`src/rtl/fc_argmax_if.sv`:
```
// Score-stream and result signals between an FC-layer producer and the argmax stage.
// The master drives the score stream; the slave (fc_argmax) drives the result.
interface fc_argmax_if #(
    parameter int DATA_W = 16,
    parameter int IDX_W  = 4
);
    logic                     start;
    logic signed [DATA_W-1:0] in_data;
    logic                     valid_in;
    logic                     busy;
    logic        [IDX_W-1:0]  class_idx;
    logic signed [DATA_W-1:0] max_score;
    logic                     valid_out;
    logic                     done;
    logic                     drop_err;

    modport master (
        output start, in_data, valid_in,
        input  busy, class_idx, max_score, valid_out, done, drop_err
    );

    modport slave (
        input  start, in_data, valid_in,
        output busy, class_idx, max_score, valid_out, done, drop_err
    );
endinterface

```
`src/rtl/fc_argmax.sv`:
```
// Streaming argmax over NUM_CLASSES signed FC scores; reports the winning class
// index and score with a one-cycle valid_out/done pulse.
module fc_argmax #(
    parameter int NUM_CLASSES = 10,
    parameter int DATA_W      = 16,
    parameter int IDX_W       = 4
) (
    input  logic        clk,
    input  logic        rst,
    fc_argmax_if.slave  bus
);
    typedef enum logic [1:0] {
        IDLE    = 2'd0,
        COLLECT = 2'd1,
        RESULT  = 2'd2
    } state_t;

    // One extra bit so the counter can never wrap before the last score is seen.
    localparam logic [IDX_W:0] LAST_IDX = (IDX_W+1)'(NUM_CLASSES - 1);

    state_t                   state_reg;
    logic        [IDX_W:0]    count_reg;
    logic signed [DATA_W-1:0] best_score_reg;
    logic        [IDX_W-1:0]  best_idx_reg;
    logic        [IDX_W-1:0]  class_idx_reg;
    logic signed [DATA_W-1:0] max_score_reg;
    logic                     busy_reg;
    logic                     valid_out_reg;
    logic                     done_reg;
    logic                     drop_err_reg;

    logic                     take_next;
    logic                     last_score;
    logic signed [DATA_W-1:0] best_score_next;
    logic        [IDX_W-1:0]  best_idx_next;

    // First score loads unconditionally, so the most negative value needs no sentinel.
    always_comb begin
        take_next       = 1'b0;
        last_score      = 1'b0;
        best_score_next = best_score_reg;
        best_idx_next   = best_idx_reg;
        take_next       = (count_reg == '0) || (bus.in_data > best_score_reg);
        last_score      = (count_reg == LAST_IDX);
        if (take_next) begin
            best_score_next = bus.in_data;
            best_idx_next   = count_reg[IDX_W-1:0];
        end
    end

    always_ff @(posedge clk or posedge rst) begin
        if (rst) begin
            state_reg      <= IDLE;
            count_reg      <= '0;
            best_score_reg <= '0;
            best_idx_reg   <= '0;
            class_idx_reg  <= '0;
            max_score_reg  <= '0;
            busy_reg       <= 1'b0;
            valid_out_reg  <= 1'b0;
            done_reg       <= 1'b0;
            drop_err_reg   <= 1'b0;
        end else begin
            valid_out_reg <= 1'b0;
            done_reg      <= 1'b0;
            case (state_reg)
                IDLE: begin
                    if (bus.start) begin
                        state_reg    <= COLLECT;
                        count_reg    <= '0;
                        busy_reg     <= 1'b1;
                        drop_err_reg <= 1'b0;
                    end else if (bus.valid_in) begin
                        drop_err_reg <= 1'b1;
                    end
                end
                COLLECT: begin
                    // A restart wins over a score arriving in the same cycle.
                    if (bus.start) begin
                        count_reg <= '0;
                    end else if (bus.valid_in) begin
                        best_score_reg <= best_score_next;
                        best_idx_reg   <= best_idx_next;
                        count_reg      <= count_reg + 1'b1;
                        if (last_score) begin
                            state_reg     <= RESULT;
                            busy_reg      <= 1'b0;
                            valid_out_reg <= 1'b1;
                            done_reg      <= 1'b1;
                            class_idx_reg <= best_idx_next;
                            max_score_reg <= best_score_next;
                        end
                    end
                end
                RESULT: begin
                    state_reg <= IDLE;
                    count_reg <= '0;
                    if (bus.valid_in) begin
                        drop_err_reg <= 1'b1;
                    end
                end
                default: begin
                    state_reg <= IDLE;
                    busy_reg  <= 1'b0;
                end
            endcase
        end
    end

    assign bus.busy      = busy_reg;
    assign bus.class_idx = class_idx_reg;
    assign bus.max_score = max_score_reg;
    assign bus.valid_out = valid_out_reg;
    assign bus.done      = done_reg;
    assign bus.drop_err  = drop_err_reg;

endmodule

```
`src/flat_wrapper.sv`:
```
// flat-port wrapper written by rule: the top's interface ports become plain ports
module fc_argmax_flat 
#(
    parameter int NUM_CLASSES = 10,
    parameter int DATA_W      = 16,
    parameter int IDX_W       = 4
)
  (clk, rst, bus_start, bus_in_data, bus_valid_in, bus_busy, bus_class_idx, bus_max_score, bus_valid_out, bus_done, bus_drop_err);
  fc_argmax_if #(.DATA_W(DATA_W), .IDX_W(IDX_W)) bus_i ();
  input  logic clk;
  input  logic rst;
  input wire logic [$bits(bus_i.start)-1:0] bus_start;
  input wire logic [$bits(bus_i.in_data)-1:0] bus_in_data;
  input wire logic [$bits(bus_i.valid_in)-1:0] bus_valid_in;
  output wire logic [$bits(bus_i.busy)-1:0] bus_busy;
  output wire logic [$bits(bus_i.class_idx)-1:0] bus_class_idx;
  output wire logic [$bits(bus_i.max_score)-1:0] bus_max_score;
  output wire logic [$bits(bus_i.valid_out)-1:0] bus_valid_out;
  output wire logic [$bits(bus_i.done)-1:0] bus_done;
  output wire logic [$bits(bus_i.drop_err)-1:0] bus_drop_err;
  assign bus_i.start = bus_start;
  assign bus_i.in_data = bus_in_data;
  assign bus_i.valid_in = bus_valid_in;
  assign bus_busy = bus_i.busy;
  assign bus_class_idx = bus_i.class_idx;
  assign bus_max_score = bus_i.max_score;
  assign bus_valid_out = bus_i.valid_out;
  assign bus_done = bus_i.done;
  assign bus_drop_err = bus_i.drop_err;
  fc_argmax #(.NUM_CLASSES(NUM_CLASSES), .DATA_W(DATA_W), .IDX_W(IDX_W)) u_core (.clk(clk), .rst(rst), .bus(bus_i));
endmodule
```
`config.mk`:
```
export PLATFORM = sky130hd
export DESIGN_NAME = fc_argmax_flat
export DESIGN_NICKNAME = d
export VERILOG_FILES = /design/src/rtl/fc_argmax_if.sv /design/src/rtl/fc_argmax.sv /design/src/flat_wrapper.sv
export SDC_FILE = /design/constraint.sdc
export NUM_CORES = 1
export LEC_CHECK = 0
export ABC_AREA = 1
export BUFFER_PORTS_ARGS = -buffer_cell sky130_fd_sc_hd__buf_2
export CORE_MARGIN = 2
export CORE_UTILIZATION = 30
export CTS_CLUSTER_DIAMETER = 30
export DETAILED_ROUTE_END_ITERATION = 7
export GPL_TIMING_DRIVEN = 0
export PLACE_DENSITY_LB_ADDON = 0.08
export SLEW_MARGIN = 40
export SYNTH_ARGS = -nofsm -noshare
export SYNTH_HDL_FRONTEND = slang
export SYNTH_SLANG_ARGS = --single-unit
```
`constraint.sdc`:
```
create_clock -name clk -period 2.22 [get_ports clk]
set_clock_uncertainty 0.05 [all_clocks]
set_input_delay 0.222 -clock clk [delete_from_list [all_inputs] [get_ports clk]]
set_output_delay 0.222 -clock clk [all_outputs]
set_load 0.02 [all_outputs]
```
==> reports/metrics.cfg <==
[power]
powerDensity_nw_per_um2 = 1098
peakVddDrop_mv = 0.4124
p_leak_uw = 0.001995

[detailed_routing]
avgViaCountPerCell = 4.483
first_pass_iters = 4
wl_per_cell_um = 13.02
routed-via-count = 2488
drt_iter0_drc = 50
remaining_drc_errors = 0
antenna_left = 0
routed_wl_mm = 7.228

[placed_design]
dp_slack_ps = -1.346
place_congestion = 0.7179
portBuffers = 43
hpwlAfterDp_mm = 5.307

[yosys]
ys_seq_area_share_pct = 42.92
syn_area_um2 = 2915
synth-edff-count = 0
ys_warn_count = 0
yosys.area.top_type = dfrtp_1
ys_async_sr_fraction_pct = 100.0
avgSynthCellArea_um2 = 7.858
ys_types = 28
yosys-top-cells-area = dfrtp_1, nand2_1, nand3_1
synth_nets = 410
yosys.area.top_type_share_pct = 42.92
ys.flop_type = dfrtp_1
synthCells = 371
synth.ff_latch_count = 50

[sta]
finalHoldViolations = 0
max_slew_margin_pct = 58.04
slew_viol_final = 0
max_freq_ghz = 0.4793
rsz0062_at_grt = false
finalCriticalPeriod_ps = 2086
fin_tns_setup_ps = 0
timing.final.ws_setup_ps = 133.7
timing.final.crit_share_pct = 93.98
tightest_slew_ps = 629.4
setup_viol = 0
whs_ps = 189.5

[clock_network]
clk_latency_ps = 300
root_buffer = clkbuf_8
cts-htree-levels = 2
clock_sinks = 50
path_clk_slew_ps = 100
tritoncts = built
cts-buffers-inserted = 5
clockBufferDepth = 2

[critical_path]
cp_common_cell = nand2_1
path_delay_family = simple AND/OR/NAND/NOR gates
worst_setup_path_start_kind = flip-flop
critPathKind = reg2reg
critPathSlowestCell = dfrtp_1
required_ps = 2360
crit_arrival_ps = 2230
r2r_start = u_core.best_score_reg[9]$_DFFE_PP0P_
reg2reg_depth = 15
max_stage_delay_ps = 380
worstPathBufferInverterCount = 2
worst_setup_path_end_kind = flip-flop
cp_cell_sequence = inv_1 -> ha_1 -> nand2_1 -> nand2_1 -> nand3_1 -> nand2_1 -> a21oi_2 -> nand2_1 -> nand2_2 -> nand3_4 -> nand2_8 -> buf_12 -> nand2_4 -> nand3_1 -> nand2_1
reg2reg_to = u_core.bus.class_idx[0]$_DFFE_PP0P_
path_max_fanout = 8
worst-r2r-setup-slack_ps = 130

[global_route]
grt_use_total_pct = 14.73
grt_pass1_vias = 2446
antenna_found_initial = 0
grt_pass1_wl_mm = 11.94
grt_max_degree = 38
grt_overflow = 0

[floorplanning]
die_h_um = 102.6
row_count = 35
core_area_um2 = 9328
die_area_um2 = 10520
ios = 44
initial_core_util_pct = 31.25
die_w_um = 102.6

[layout]
final_cell_mix = nand2_1, nand3_1, dfrtp_1
syn2layout_area_growth_pct = 21.59
fillers = 1012
seqCellArea_um2 = 1251
final_nets = 464
final_common_cell = nand2_1
multi_input_area_um2 = 1421
drive_gt1_share_pct = 22.77
n_antenna_cell = 0

[job]
maxCapViolCount = 0

[min_path]
min_from = bus_start
worstHoldPathCells = 3
hold_path_class = in2reg
hold_end = u_core.state_reg[0]$_DFFE_PP0P_

[status]
outcome = finished, final reports clean

-- power by group --
| part | leakage, uW | switching [uW] | internal, uW |
|---|---|---|---|
| clock network | 0.0000575 | 315 | 316 |
| registers | 0.000663 | 120 | 1120 |
| logic | 0.00128 | 1240 | 783 |
| total | 0.00200 | 1680 | 2220 |
-- kinds of logic (layout without fill, tap and decap cells) --
group           after synthesis  after routing  synth area share, %
buf+inv                      70            125                10.09
simple gates                213            213                35.02
fa+ha+maj                    19             19                8.155
compound gates               19             19                3.820
flops                        50             50                42.92
-- worst min-delay path: cells and delay by family --
| family | cells | cell delay [ps] |
|---|---|---|
| buffers and inverters | 1 | 110 |
| and+or+nand+nor | 2 | 170 |
-- layout make-up --
type,instances,share of cell area [%]
well taps,129,4.553
plain buffers,14,2.753
clock buffers,8,3.106
repair buffers,47,8.189
multi-input cells,251,40.10
inverters,56,6.001
flip-flops and latches,50,35.30
-- worst max-delay path by stage --
stage                                                startpoint                                   to  cells after the start
after floorplan           u_core.best_score_reg[15]$_DFFE_PP0P_   u_core.best_idx_reg[0]$_DFFE_PP0P_                     11
after global placement                                      rst       u_core.bus.valid_out$_DFF_PP0_                      2
after detailed placement  u_core.best_score_reg[15]$_DFFE_PP0P_  u_core.bus.class_idx[0]$_DFFE_PP0P_                     12
after CTS                 u_core.best_score_reg[15]$_DFFE_PP0P_  u_core.bus.class_idx[0]$_DFFE_PP0P_                     12
after global routing      u_core.best_score_reg[11]$_DFFE_PP0P_  u_core.bus.class_idx[0]$_DFFE_PP0P_                     13
final                      u_core.best_score_reg[9]$_DFFE_PP0P_  u_core.bus.class_idx[0]$_DFFE_PP0P_                     15
-- Yosys cell counts (4+ instances only) --
cell / count
nand3_1: 61
ha_1: 19
o21ai_0: 4
a21oi_1: 8
nand4_1: 4
nand2_1: 117
inv_2: 4
inv_1: 51
nor2_1: 11
clkbuf_1: 5
nand2_4: 11
buf_2: 6
nand3_2: 4
dfrtp_1: 50
-- metrics by stage --
stage / instances / instance area (um^2) / utilization (%) / total power (uW)
4_1_cts: 553 / 3446 / 36.94 / 3749
5_1_grt: 555 / 3545 / 38.00 / 4257
3_5_place_dp: 544 / 3314 / 35.53 / 3059
6_report: 555 / 3545 / 38.00 / 3893
3_3_place_gp: 543 / 3292 / 35.29 / 3038
2_1_floorplan: 371 / 2915 / - / 2620
-- metal layers --
layer	vias up	global-route usage (%)	share of wire, %
met3	2	2.441	3.5
met4	0	2.769	0.53
li1	1285	-	-
met1	1172	19.89	48
met5	-	0	0
met2	29	25.09	48
-- what timing repair did --
action / CTS / global route
pin swaps: 0 / 2
buffers inserted: 0 / 1
endpoints found under the setup margin: 1 / 40
cloned: 0 / 1
endpoints found under the hold margin: 13 / 0
hold buffers: 1 / 0
gates resized for setup: 2 / 11
Note: power is estimated with default switching activity, not from simulation.
